===== config.mk =====
export PLATFORM = sky130hd
export DESIGN_NAME = decoder_input_framer_flat
export DESIGN_NICKNAME = d
export VERILOG_FILES = /design/src/rtl/decoder_input_framer_if.sv /design/src/rtl/decoder_input_framer.sv /design/src/flat_wrapper.sv
export SDC_FILE = /design/constraint.sdc
export NUM_CORES = 1
export LEC_CHECK = 0
export CELL_PAD_IN_SITES_DETAIL_PLACEMENT = 0
export CELL_PAD_IN_SITES_GLOBAL_PLACEMENT = 2
export CORE_ASPECT_RATIO = 0.7
export CORE_MARGIN = 1.5
export CORE_UTILIZATION = 37
export CTS_CLUSTER_DIAMETER = 40
export DETAILED_ROUTE_END_ITERATION = 6
export GPL_TIMING_DRIVEN = 0
export PLACE_DENSITY_LB_ADDON = 0.1
export SYNTH_ARGS = -nofsm -noshare
export SYNTH_HDL_FRONTEND = slang
export SYNTH_SLANG_ARGS = --single-unit

===== constraint.sdc =====
create_clock -name clk -period 1.9 [get_ports clk]
set_input_delay 0.38 -clock clk [delete_from_list [all_inputs] [get_ports clk]]
set_output_delay 0.38 -clock clk [all_outputs]
set_load 0.02 [all_outputs]

===== src/rtl/decoder_input_framer_if.sv =====
// ---------------------------------------------------------------------------
// decoder_input_framer_if
//   Bundles the serial input, the decoded-word handshake and the error flags
//   of decoder_input_framer.
//
//   sdi, sdi_en   serial data and its bit strobe (towards the framer)
//   code          7-bit decoded word (from the framer)
//   code_valid    code holds an unconsumed word (from the framer)
//   code_ready    downstream accepts code (towards the framer)
//   frame_err     sticky bad-stop / parity / timeout flag (from the framer)
//   overrun       sticky dropped-word flag (from the framer)
//   clear_err     synchronous clear of both sticky flags (towards the framer)
//
//   modport slave  : the framer itself
//   modport master : the block that feeds bits and consumes words
// ---------------------------------------------------------------------------
interface decoder_input_framer_if;
   logic       sdi;
   logic       sdi_en;
   logic [6:0] code;
   logic       code_valid;
   logic       code_ready;
   logic       frame_err;
   logic       overrun;
   logic       clear_err;

   modport slave (
      input  sdi,
      input  sdi_en,
      input  code_ready,
      input  clear_err,
      output code,
      output code_valid,
      output frame_err,
      output overrun
   );

   modport master (
      output sdi,
      output sdi_en,
      output code_ready,
      output clear_err,
      input  code,
      input  code_valid,
      input  frame_err,
      input  overrun
   );
endinterface


===== src/rtl/decoder_input_framer.sv =====
// ---------------------------------------------------------------------------
// decoder_input_framer
//   Receives strobed serial frames (start 0, 7 data bits LSB first, optional
//   even-parity bit, stop 1) and presents each good word through a one-entry
//   valid/ready output slot. Bad stop bits, parity failures and inter-strobe
//   timeouts raise the sticky frame_err; words arriving while the slot is
//   full and not being accepted are dropped and raise the sticky overrun.
//
//   Parameter TIMEOUT_CYCLES : idle clocks tolerated between strobes in a
//                              frame; the TIMEOUT_CYCLES-th consecutive idle
//                              clock aborts the frame.
//   Macro DECODER_FRAMER_PARITY_EN : when defined, a parity strobe follows
//                              the data bits (10-strobe frame); otherwise the
//                              frame is 9 strobes and has no parity check.
//
//   Ports
//     clk   : clock, rising edge
//     rst_n : asynchronous active-low reset
//     bus   : decoder_input_framer_if.slave (serial in, word out, flags)
//
//   state  | meaning
//   -------+-------------------------------------------------------------
//   IDLE   | waiting for a strobe with sdi=0 (start bit)
//   DATA   | shifting data bits 0..6, one per strobe
//   PARITY | sampling the even-parity bit (parity builds only)
//   STOP   | sampling the stop bit; deliver or flag, then back to IDLE
// ---------------------------------------------------------------------------
module decoder_input_framer #(
   parameter int TIMEOUT_CYCLES = 255
) (
   input  logic                  clk,
   input  logic                  rst_n,
   decoder_input_framer_if.slave bus
);

   localparam int            TW       = $clog2(TIMEOUT_CYCLES + 1);
   localparam logic [TW-1:0] TMO_LAST = TW'(TIMEOUT_CYCLES - 1);
   localparam logic [TW-1:0] TMO_MAX  = TW'(TIMEOUT_CYCLES);

`ifdef DECODER_FRAMER_PARITY_EN
   typedef enum logic [1:0] {
      S_IDLE   = 2'd0,
      S_DATA   = 2'd1,
      S_PARITY = 2'd2,
      S_STOP   = 2'd3
   } state_t;
`else
   typedef enum logic [1:0] {
      S_IDLE   = 2'd0,
      S_DATA   = 2'd1,
      S_STOP   = 2'd3
   } state_t;
`endif

   state_t          state_q, state_d;
   logic [6:0]      shreg_q, shreg_d;
   logic [2:0]      bcnt_q,  bcnt_d;
   logic [TW-1:0]   tmo_q,   tmo_d;
   logic [6:0]      code_q,  code_d;
   logic            code_valid_q, code_valid_d;
   logic            frame_err_q,  frame_err_d;
   logic            overrun_q,    overrun_d;

   logic            deliver;
   logic            ferr_set;
   logic            ovr_set;
   logic            par_good;

`ifdef DECODER_FRAMER_PARITY_EN
   logic            par_ok_q, par_ok_d;
   assign par_good = par_ok_q;
`else
   assign par_good = 1'b1;
`endif

   // -----------------------------------------------------------------------
   // State register
   // -----------------------------------------------------------------------
   always_ff @(posedge clk or negedge rst_n) begin
      if (!rst_n) begin
         state_q      <= S_IDLE;
         shreg_q      <= '0;
         bcnt_q       <= '0;
         tmo_q        <= '0;
         code_q       <= '0;
         code_valid_q <= 1'b0;
         frame_err_q  <= 1'b0;
         overrun_q    <= 1'b0;
`ifdef DECODER_FRAMER_PARITY_EN
         par_ok_q     <= 1'b0;
`endif
      end else begin
         state_q      <= state_d;
         shreg_q      <= shreg_d;
         bcnt_q       <= bcnt_d;
         tmo_q        <= tmo_d;
         code_q       <= code_d;
         code_valid_q <= code_valid_d;
         frame_err_q  <= frame_err_d;
         overrun_q    <= overrun_d;
`ifdef DECODER_FRAMER_PARITY_EN
         par_ok_q     <= par_ok_d;
`endif
      end
   end

   // -----------------------------------------------------------------------
   // Frame FSM: next state, shift register, bit counter, timeout
   // -----------------------------------------------------------------------
   always_comb begin
      state_d  = state_q;
      shreg_d  = shreg_q;
      bcnt_d   = bcnt_q;
      tmo_d    = tmo_q;
      deliver  = 1'b0;
      ferr_set = 1'b0;
`ifdef DECODER_FRAMER_PARITY_EN
      par_ok_d = par_ok_q;
`endif

      if ((state_q != S_IDLE) && !bus.sdi_en) begin
         // Idle clock inside a frame: abort on the TIMEOUT_CYCLES-th one.
         if (tmo_q == TMO_LAST) begin
            state_d  = S_IDLE;
            bcnt_d   = '0;
            tmo_d    = '0;
            ferr_set = 1'b1;
         end else if (tmo_q != TMO_MAX) begin
            tmo_d = tmo_q + TW'(1);
         end
      end else begin
         // Either IDLE or a strobe inside a frame; both restart the timer.
         tmo_d = '0;
         unique case (state_q)
            S_IDLE: begin
               if (bus.sdi_en && !bus.sdi) begin
                  state_d = S_DATA;
                  bcnt_d  = '0;
               end
            end
            S_DATA: begin
               shreg_d = {bus.sdi, shreg_q[6:1]};
               if (bcnt_q == 3'd6) begin
                  bcnt_d  = '0;
`ifdef DECODER_FRAMER_PARITY_EN
                  state_d = S_PARITY;
`else
                  state_d = S_STOP;
`endif
               end else begin
                  bcnt_d = bcnt_q + 3'd1;
               end
            end
`ifdef DECODER_FRAMER_PARITY_EN
            S_PARITY: begin
               // Even parity: data bits plus parity bit must XOR to zero.
               par_ok_d = ((^shreg_q) == bus.sdi);
               state_d  = S_STOP;
            end
`endif
            S_STOP: begin
               if (bus.sdi && par_good) begin
                  deliver = 1'b1;
               end else begin
                  ferr_set = 1'b1;
               end
               state_d = S_IDLE;
            end
            default: begin
               state_d = S_IDLE;
               bcnt_d  = '0;
            end
         endcase
      end
   end

   // -----------------------------------------------------------------------
   // One-entry output slot and sticky flags
   // -----------------------------------------------------------------------
   always_comb begin
      code_d       = code_q;
      code_valid_d = code_valid_q;
      ovr_set      = 1'b0;

      if (deliver) begin
         // A full slot that is not draining this cycle keeps its word.
         if (code_valid_q && !bus.code_ready) begin
            ovr_set = 1'b1;
         end else begin
            code_d       = shreg_q;
            code_valid_d = 1'b1;
         end
      end else if (code_valid_q && bus.code_ready) begin
         code_valid_d = 1'b0;
      end

      // A new error event wins over a simultaneous clear.
      frame_err_d = ferr_set | (frame_err_q & ~bus.clear_err);
      overrun_d   = ovr_set  | (overrun_q   & ~bus.clear_err);
   end

   assign bus.code       = code_q;
   assign bus.code_valid = code_valid_q;
   assign bus.frame_err  = frame_err_q;
   assign bus.overrun    = overrun_q;

endmodule

===== src/flat_wrapper.sv =====
// flat-port wrapper written by rule: the top's interface ports become plain ports
module decoder_input_framer_flat 
#(
   parameter int TIMEOUT_CYCLES = 255
)
  (clk, rst_n, bus_sdi, bus_sdi_en, bus_code_ready, bus_clear_err, bus_code, bus_code_valid, bus_frame_err, bus_overrun);
  decoder_input_framer_if bus_i ();
  input  logic clk;
  input  logic rst_n;
  input wire logic [$bits(bus_i.sdi)-1:0] bus_sdi;
  input wire logic [$bits(bus_i.sdi_en)-1:0] bus_sdi_en;
  input wire logic [$bits(bus_i.code_ready)-1:0] bus_code_ready;
  input wire logic [$bits(bus_i.clear_err)-1:0] bus_clear_err;
  output wire logic [$bits(bus_i.code)-1:0] bus_code;
  output wire logic [$bits(bus_i.code_valid)-1:0] bus_code_valid;
  output wire logic [$bits(bus_i.frame_err)-1:0] bus_frame_err;
  output wire logic [$bits(bus_i.overrun)-1:0] bus_overrun;
  assign bus_i.sdi = bus_sdi;
  assign bus_i.sdi_en = bus_sdi_en;
  assign bus_i.code_ready = bus_code_ready;
  assign bus_i.clear_err = bus_clear_err;
  assign bus_code = bus_i.code;
  assign bus_code_valid = bus_i.code_valid;
  assign bus_frame_err = bus_i.frame_err;
  assign bus_overrun = bus_i.overrun;
  decoder_input_framer #(.TIMEOUT_CYCLES(TIMEOUT_CYCLES)) u_core (.clk(clk), .rst_n(rst_n), .bus(bus_i));
endmodule

==> results of run 1 <==
## layout make-up
class | instances | area [µm²]
repair buffers | 15 | 145.1
fillers | 364 | 2102
plain buffers | 6 | 46.29
flip-flops and latches | 30 | 750.7
inverters | 8 | 30.03
well taps | 52 | 65.06
clock inverters | 1 | 5.005
clock buffers | 7 | 86.33
multi-input cells | 82 | 691.9
## flip-flops by register name, summed over array words and instances (netlist names)
signal                 cells
u_core.tmo_q               8
u_core.bus.frame_err       1
u_core.bcnt_q              3
u_core.bus.code_valid      1
u_core.shreg_q             7
u_core.bus.code            7
u_core.state_q             2
u_core.bus.overrun         1
## metal layers
metal | up-vias | part of all wire [%] | GRT usage, %
met4 | 0 | 0.86 | 3.759
met5 | - | 0 | 0
li1 | 511 | - | -
met1 | 550 | 52 | 22.62
met2 | 23 | 43 | 22.03
met3 | 6 | 4.1 | 4.553
## power by group
group          switching (µW)  leakage, µW  total [µW]  internal [µW]
Sequential               74.1     0.000398         809            735
Clock                     227    0.0000482         518            292
Combinational             113     0.000337         220            107
## critical path, delay by kind of cell
kind	cells	cell delay (ns)
buf+inv	2	0.80
simple gates	2	0.34
mux	1	0.34
## placed cells by master, fill, tap and decap left out, types with 2 or more instances in the layout
master           instances
a31oi_1                  2
nor3_1                   5
a211oi_2                 3
o31ai_1                  2
nor3_2                   3
buf_4                    4
or3_1                    2
nand4_1                  3
nor2b_1                  3
clkbuf_8                 6
clkdlybuf4s50_1         14
nand2_1                  6
dfrtp_1                 30
nand3_1                  4
o2111ai_1                2
nor2_1                   3
mux2_1                  14
o211ai_1                 4
buf_2                    2
a21oi_1                  3
nand2b_1                 2
inv_1                    7
ha_1                     2
## kinds of logic (layout without fill, tap and decap cells)
group,count (synthesis),after routing,share of synthesized area (%)
AOI/OAI and AO/OA,26,26,16.23
buffers and inverters,14,37,5.025
DFF,30,30,49.42
and+or+nand+nor,39,39,16.64
muxes,15,15,11.04
adders and majority gates,2,2,1.647
## metrics by stage
step	setup slack (ns)	cells	power, µW	TNS [ns]	cell area [µm²]
after floorplan	0.5514	126	952.0	0	1519
after global placement	-0.1149	193	1027	-3.986	1734
after detailed placement	-0.1241	193	1044	-4.402	1734
after CTS	0.1795	201	1569	0	1826
after global routing	0.1270	201	1648	0	1821
final	0.1971	201	1548	0	1821
## worst paths after layout
kind	to	slack, ns	depth (start not counted)
min in group clk	u_core.bus.code[5]$_DFFE_PN0P_	0.48	1
worst max register to register	u_core.tmo_q[6]$_DFFE_PN0P_	0.37	5
max in group asynchronous	u_core.bus.code_valid$_DFFE_PN0P_	1.34	1
worst min register to register	u_core.bus.code[5]$_DFFE_PN0P_	0.48	1
worst min-delay path	u_core.shreg_q[2]$_DFFE_PN0P_	0.14	1
worst max-delay path	u_core.bus.code[3]$_DFFE_PN0P_	0.20	5
==> impl_metrics.csv, run 1 <==
group,metric,value,unit
synthesis,ys_top_cells_by_count,"30 x dfrtp_1, 14 x mux2_1, 7 x inv_1",
synthesis,yosys_register_bits,30,
floorplanning,num_rows,19,
routing,firstDrtPassIters,4,
clock_network,cts_buffers,5,
pwr,p_leak,0.0007834,µW
synthesis,synthArstFlopShare,100.0,%
sta,slew_violations,0,
job,maxCapViolations,0,
synthesis,synth_top_area_cell,"dfrtp_1",
global_routing,grt_pass1_wl,5.313,mm
synthesis,syn_area,1519,µm²
floorplanning,io_pins,16,
worst_setup_path,cp_data_arrival_time,1.86,ns
sta,rsz0062_at_grt,"no",
synthesis,synth_cells,126,
min_path,hold_path.class,"input pin to asynchronous set/reset pin",
sta,post-route-period-util,89.63,%
worst_setup_path,path_cells,"clkdlybuf4s50_1 -> nand4_1 -> nor2b_1 -> buf_2 -> mux2_1",
cells_and_area,final_net_count,156,
worst_setup_path,cp-startpoint,"bus_sdi",
clock_network,postCtsSetupBuffers,0,
placed_design,io_buffers,15,
sta,slew_headroom,55.65,%
synthesis,synth_top_area_share,49.42,%
cells_and_area,antenna_cells,0,
synthesis,synth.avg_cell_area,12.06,µm²
worst_setup_path,timing.rr.start,"u_core.tmo_q[0]$_DFFE_PN0P_",
worst_setup_path,cp_slowest_cell,"clkdlybuf4s50_1",
global_routing,grt_pass1_vias,1084,
floorplanning,core,3923,µm²
sta,setup_violations,0,
floorplanning,die_x,79.58,µm
cells_and_area,syn2layout_area_growth,19.85,%
clock_network,cts_root_buf,"clkbuf_8",
global_routing,grt_max_degree,31,
placed_design,hpwlAfterDp,2.193,mm
sta,post-route-min-period,1.703,ns
clock_network,postCtsHoldBufs,0,
cells_and_area,post-route-util,46.41,%
worst_setup_path,criticalPathCategory,"input pin to register",
synthesis,yosys_warnings,0,
routing,wirelength,3.010,mm
clock_network,cts.path.max_buffers,2,
clock_network,cts.clk_slew.worst_paths,0.06,ns
synthesis,yosysMostFrequentCell,"dfrtp_1",
sta,fin_skew,0.005016,ns
pwr,irDropWorstVdd,0.0004163,V
routing,vias,1090,
routing,routedWlPerCell,14.98,µm
synthesis,synth_nets,134,
global_routing,grt_util_all_layers,15.37,%
synthesis,synth_edf_count,0,
run_status,status,"complete, no violations",
pwr,power_density,850.1,nW/µm²
worst_setup_path,required,2.06,ns
clock_network,cts.sinks,30,
routing,drtIter0Drc,43,
sta,fmax,587.2,MHz
global_routing,antenna_found_initial,0,
worst_setup_path,worst-path-max-fanout,7,
routing,ant_nets,0,
worst_setup_path,cp-start-kind,"input pin",
placed_design,place_congestion,0.7882,
worst_setup_path,critPathCaptureType,"register",
sta,hold_viol_final,0,
global_routing,grt_overflow,0,
floorplanning,start_util,38.72,%
synthesis,synth-seq-area-share,49.42,%
synthesis,ys_types,42,
cells_and_area,drive_above_1_share,20.13,%
clock_network,cts_resized,0,
synthesis,synth-main-ff-cell,"dfrtp_1",
routing,remaining_drc_errors,0,
floorplanning,die_h,56.61,µm
floorplanning,dieArea,4505,µm²
synthesis,synth_area_leaders,"dfrtp_1 49%, mux2_1 10%, a211oi_2 2.5%",
sta,whs,0.1366,ns
routing,routed_via_density,5.423,
worst_setup_path,cp_slowest_stage_delay,0.58,ns
clock_network,cts_tree,"yes",
clock_network,clock_latency,0.27,ns
sta,worst_slew_pin_slew,0.6652,ns
clock_network,htreeDepth,2,
Power figures use the tool's default switching activity.
==> run 2, diff against run 1 <==
Settings changed: CORE_UTILIZATION 37 to 42, DONT_BUFFER_PORTS set to 1.
==> run 2 against run 1 <==
  * Via count shrank 7.2%
  * Final area shrank 5.4%
  * Combinational power shrank 15%
  * Non-clock buffer count shrank 13
  * Flip-flop and latch count is the same
  * Sequential share of layout area grew 2.4 points
  * Critical path type is now register to register
  * Critical endpoint is now u_core.tmo_q[0]$_DFFE_PN0P_
==> impl_metrics.csv, run 2 (synthesis results as in run 1) <==
group,metric,value,unit
global_routing,grt_util_all_layers,17.29,%
placed_design,dpl_cell_area,1582,µm²
worst_setup_path,rr_endpoint,"u_core.tmo_q[0]$_DFFE_PN0P_",
sta,fmax,644.7,MHz
cells_and_area,final_net_count,143,
clock_network,cts.path.max_buffers,2,
cells_and_area,syn2layout_area_growth,13.34,%
cells_and_area,multiInputGateArea,691.9,µm²
clock_network,cts_tree,"yes",
routing,drtIter0Drc,43,
placed_design,io_buffers,0,
floorplanning,num_rows,18,
global_routing,grt_pass1_vias,986,
routing,firstDrtPassIters,4,
pwr,irDropWorstVdd,0.0005469,V
worst_setup_path,critPathCaptureType,"register",
global_routing,grt_pass1_wl,4.885,mm
routing,ant_nets,0,
clock_network,cts.clk_slew.worst_paths,0.07,ns
sta,fin_skew,0.005890,ns
sta,worst_slew_pin_slew,0.4053,ns
sta,slew_headroom,72.85,%
pwr,p_leak,0.0007466,µW
cells_and_area,mostFrequentLayoutCell,"dfrtp_1",
placed_design,hpwlAfterDp,2.004,mm
clock_network,cts_buffers,5,
routing,vias,1012,
worst_setup_path,timing.rr.start,"u_core.tmo_q[0]$_DFFE_PN0P_",
job,maxCapViolations,0,
cells_and_area,drive_above_1_share,22.06,%
sta,post-route-min-period,1.551,ns
global_routing,grt_overflow,0,
routing,remaining_drc_errors,0,
min_path,hold_path.class,"input pin to register",
min_path,holdPathEnd,"u_core.bus.overrun$_DFF_PN0_",
routing,routedWlPerCell,15.24,µm
sta,post-route-period-util,81.64,%
floorplanning,dieArea,3992,µm²
pwr,power_density,950.9,nW/µm²
global_routing,grt_max_degree,31,
placed_design,place_congestion,0.7907,
worst_setup_path,reg2reg_depth,5,
floorplanning,core,3491,µm²
cells_and_area,fillers,306,
global_routing,antenna_found_initial,0,
cells_and_area,regArea,750.7,µm²
worst_setup_path,criticalPathCategory,"register to register",
worst_setup_path,worst-path-max-fanout,8,
cells_and_area,fin_cells,186,
placed_design,dp_cells,176,
cells_and_area,antenna_cells,0,
floorplanning,die_h,53.32,µm
floorplanning,io_pins,16,
sta,rsz0062_at_grt,"no",
clock_network,htreeDepth,2,
cells_and_area,mostFrequentLayoutCells,"30 x dfrtp_1, 14 x mux2_1, 7 x inv_1, 6 x nand2_1",
sta,fin_tns_setup,0,ns
worst_setup_path,r2r_slack,0.35,ns
worst_setup_path,cp_data_arrival_time,1.70,ns
floorplanning,start_util,43.51,%
clock_network,cts.sinks,30,
run_status,status,"complete, no violations",
routing,routed_via_density,5.441,
floorplanning,die_x,74.88,µm
sta,slew_violations,0,
worst_setup_path,cp-start-kind,"register",
cells_and_area,regMostFlops,"u_core.tmo_q",
cells_and_area,largest_reg_flops,8,
clock_network,cts_root_buf,"clkbuf_8",
cells_and_area,stdcell_area,1722,µm²
clock_network,cts_resized,0,
worst_setup_path,required,2.05,ns
sta,setup_violations,0,
min_path,min_path_cells,1,
sta,hold_viol_final,0,
routing,wirelength,2.835,mm
min_path,min-delay-start,"bus_clear_err",
clock_network,clock_latency,0.28,ns
run 2: cell type report:
class / count / share of cell area [%]
multi-input combinational: 82 / 40.19
tap: 50 / 3.634
buffer: 6 / 2.689
clock buffer: 6 / 4.215
sequential: 30 / 43.60
clock inverter: 2 / 2.180
timing repair buffer: 2 / 1.744
inverter: 8 / 1.744
run 2: layer usage:
layer | GRT usage [%] | vias up | wire, µm
li1 | - | 494 | -
met1 | 24.68 | 486 | 1497
met2 | 23.45 | 25 | 1113
met3 | 5.524 | 7 | 169
met4 | 7.576 | 0 | 54
met5 | 0 | - | 0
run 2: report_power, final:
group	leakage (µW)	switching (µW)	internal, µW	total, µW
clock	0.0000514	243	391	633
sequential	0.000398	82.8	735	818
combinational	0.000297	94.6	91.8	186
run 2: metrics by stage:
stage / setup slack, ns / hold WS (ns) / utilization (%) / power, µW
finish: 0.3489 / 0.1955 / 49.32 / 1637
CTS: 0.3339 / 0.1899 / 49.32 / 1654
global placement: 0.3536 / 0.08504 / 45.30 / 988.3
floorplan: 0.5514 / 0.08441 / - / 952.0
detailed placement: 0.3575 / 0.08505 / 45.30 / 998.2
global route: 0.2456 / 0.1770 / 49.32 / 1730
run 2: how the worst max path moves through the flow:
stage / to / start / slack, ns / cells past startpoint
floorplan: u_core.tmo_q[0]$_DFFE_PN0P_ / u_core.tmo_q[0]$_DFFE_PN0P_ / 0.55 / 5
global placement: u_core.tmo_q[0]$_DFFE_PN0P_ / u_core.tmo_q[0]$_DFFE_PN0P_ / 0.35 / 5
detailed placement: u_core.tmo_q[0]$_DFFE_PN0P_ / u_core.tmo_q[0]$_DFFE_PN0P_ / 0.36 / 5
CTS: u_core.tmo_q[0]$_DFFE_PN0P_ / u_core.tmo_q[0]$_DFFE_PN0P_ / 0.33 / 5
global route: u_core.tmo_q[0]$_DFFE_PN0P_ / u_core.tmo_q[0]$_DFFE_PN0P_ / 0.25 / 5
finish: u_core.tmo_q[0]$_DFFE_PN0P_ / u_core.tmo_q[0]$_DFFE_PN0P_ / 0.35 / 5
run 2: worst max-delay path, cell delays in order (launching register included):
cell,delay (ns)
dfrtp_1,0.43
inv_1,0.10
ha_1,0.17
nand3_2,0.19
o211ai_4,0.42
nor3_2,0.10
run 2: what timing repair did:
action,CTS,global route
setup endpoints to repair,0,0
buffers inserted,0,0
hold buffers,2,0
endpoints found under the hold margin,30,0
==> run 3, diff against run 2 <==
Clock period 1.9 ns to 1.55 ns, I/O delays scaled along.
==> run 3 against run 2 <==
  * Count of clock-buffer cells in the layout is the same
  * Final area grew 2.2%
  * Core utilization grew 1.1 points
  * Die area is the same
  * Register-to-register slack lost 0.30 ns
  * Critical path depth grew 1
  * Combinational power grew 30%
  * First-iteration DRC count grew 33%
  * Hold slack lost 0.068 ns
  * Sequential power grew 22%
  * Critical path type unchanged
  * Critical endpoint is now u_core.tmo_q[6]$_DFFE_PN0P_
  * Largest cell class unchanged
  * Highest routed layer unchanged
==> impl_metrics.csv, run 3 (synthesis results as in run 1) <==
group,metric,value,unit
worst_setup_path,worst-path-max-fanout,6,
clock_network,htreeDepth,2,
worst_setup_path,critPathCaptureType,"register",
pwr,p_int,1503,µW
worst_setup_path,cp-start-kind,"register",
clock_network,cts.path.max_buffers,2,
clock_network,cts.sinks,30,
cells_and_area,fin_cells,188,
clock_network,cts.clk_slew.worst_paths,0.07,ns
sta,whs,0.1273,ns
worst_setup_path,criticalPathCategory,"register to register",
cells_and_area,regMostFlops,"u_core.tmo_q",
worst_setup_path,r2r_slack,0.05,ns
routing,wirelength,2.866,mm
sta,fmax,667.7,MHz
pwr,clkPwrFrac,38.3,%
routing,vias,1023,
cells_and_area,syn2layout_area_growth,15.82,%
floorplanning,die_x,74.88,µm
sta,post-route-min-period,1.498,ns
job,maxCapViolations,0,
pwr,seq_power_share,49.7,%
clock_network,clock_latency,0.28,ns
placed_design,hpwlAfterDp,2.004,mm
cells_and_area,antenna_cells,0,
floorplanning,num_rows,18,
cells_and_area,fillers,304,
placed_design,dp_cells,176,
routing,routed_via_density,5.441,
cells_and_area,largest_reg_flops,8,
global_routing,antenna_found_initial,0,
cells_and_area,drive_above_1_share,23.91,%
floorplanning,core,3491,µm²
pwr,power.switching,515.1,µW
cells_and_area,mostFrequentLayoutCells,"30 x dfrtp_1, 14 x mux2_1, 7 x inv_1, 6 x nand2_1",
worst_setup_path,cp_data_arrival_time,1.65,ns
worst_setup_path,reg2reg_depth,6,
routing,remaining_drc_errors,0,
sta,slew_violations,0,
clock_network,cts_buffers,5,
routing,firstDrtPassIters,4,
routing,drtIter0Drc,57,
sta,fin_skew,0.005526,ns
sta,hold_viol_final,0,
global_routing,grt_util_all_layers,17.41,%
min_path,min-delay-start,"bus_clear_err",
global_routing,grt_max_degree,31,
pwr,irDropWorstVdd,0.0006701,V
routing,routedWlPerCell,15.24,µm
routing,ant_nets,0,
clock_network,cts_root_buf,"clkbuf_8",
floorplanning,start_util,43.51,%
floorplanning,die_h,53.32,µm
clock_network,cts_tree,"yes",
placed_design,io_buffers,0,
sta,setup_violations,0,
pwr,power_density,1147,nW/µm²
sta,post-route-period-util,96.62,%
global_routing,grt_overflow,0,
pwr,swShare,25.53,%
pwr,p_leak,0.0007584,µW
placed_design,place_congestion,0.7907,
run_status,status,"complete, no violations",
floorplanning,dieArea,3992,µm²
min_path,holdPathEnd,"u_core.bus.overrun$_DFF_PN0_",
worst_setup_path,rr_endpoint,"u_core.tmo_q[6]$_DFFE_PN0P_",
pwr,pwr-share-comb,12.0,%
global_routing,grt_pass1_vias,990,
worst_setup_path,timing.rr.start,"u_core.tmo_q[0]$_DFFE_PN0P_",
sta,worst_slew_pin_slew,0.2981,ns
cells_and_area,mostFrequentLayoutCell,"dfrtp_1",
floorplanning,io_pins,16,
worst_setup_path,required,1.71,ns
min_path,min_path_cells,1,
min_path,hold_path.class,"input pin to register",
sta,slew_headroom,80.08,%
pwr,total_power,2018,µW
cells_and_area,final_net_count,145,
global_routing,grt_pass1_wl,4.919,mm
-- run 3: cell types whose count changed in the layout (fill, tap and decap cells not counted) --
| cell | delta |
|---|---|
| nand3_4 | +1 |
| nand3_2 | -1 |
| buf_12 | +1 |
| buf_4 | +1 |
| ha_1 | -1 |
| ha_2 | +1 |
-- run 3: power by group through the flow --
stage          sequential [µW]  combinational [µW]  clock [µW]
4_1_cts                   1000                 245         793
6_report                  1000                 242         774
3_5_place_dp              1020                 205           0
3_3_place_gp              1010                 200           0
5_1_grt                   1030                 274         836
2_1_floorplan              989                 178           0
-- run 3: layout make-up --
type	count	area, µm²	share of cell area [%]
buffer	6	46.29	2.632
clock buffer	6	72.57	4.125
clock inverter	2	37.54	2.134
inverter	8	30.03	1.707
multi-input combinational	82	701.9	39.90
sequential	30	750.7	42.67
tap	50	62.56	3.556
timing repair buffer	4	57.56	3.272
-- run 3: metrics by stage --
stage	util (%)	area [µm²]	TNS, ns	setup slack [ns]
6_report	50.39	1759	0	0.05243
2_1_floorplan	-	1519	0	0.2014
4_1_cts	50.11	1749	0	0.01709
3_3_place_gp	45.30	1582	0	0.003556
3_5_place_dp	45.30	1582	0	0.007457
5_1_grt	50.39	1759	-0.1687	-0.03727
-- run 3: worst max-delay path by stage --
| stage | from | end | slack (ns) | cells past startpoint |
|---|---|---|---|---|
| floorplan | u_core.tmo_q[0]$_DFFE_PN0P_ | u_core.tmo_q[0]$_DFFE_PN0P_ | 0.20 | 5 |
| global placement | u_core.tmo_q[0]$_DFFE_PN0P_ | u_core.tmo_q[0]$_DFFE_PN0P_ | 0.004 | 5 |
| detailed placement | u_core.tmo_q[0]$_DFFE_PN0P_ | u_core.tmo_q[0]$_DFFE_PN0P_ | 0.007 | 5 |
| CTS | u_core.tmo_q[0]$_DFFE_PN0P_ | u_core.bcnt_q[1]$_DFFE_PN0P_ | 0.02 | 5 |
| global route | u_core.tmo_q[0]$_DFFE_PN0P_ | u_core.bcnt_q[1]$_DFFE_PN0P_ | -0.04 | 5 |
| finish | u_core.tmo_q[0]$_DFFE_PN0P_ | u_core.tmo_q[6]$_DFFE_PN0P_ | 0.05 | 6 |
-- run 3: critical path: stages, from the launching register on --
cell and delay, ns:
dfrtp_1 0.44, inv_1 0.11, ha_1 0.22, nand3_4 0.15, o211ai_4 0.25, buf_4 0.17
a211oi_1 0.04
-- run 3: layer usage --
| metal | vias up | wire, µm | share of wire (%) | track usage (%) |
|---|---|---|---|---|
| met5 | - | 0 | 0 | 0 |
| met4 | 0 | 38 | 1.3 | 7.576 |
| met3 | 5 | 136 | 4.7 | 5.524 |
| met2 | 23 | 1144 | 40 | 23.30 |
| met1 | 496 | 1547 | 54 | 25.15 |
| li1 | 499 | - | - | - |
-- run 3: repair_timing --
item | 4_1_cts | 5_1_grt
buffers inserted | 2 | 0
hold buffers | 2 | 0
resized for setup | 0 | 2
cloned | 0 | 0
setup endpoints to repair | 2 | 11
pin swaps | 1 | 1
hold endpoints to repair | 30 | 0
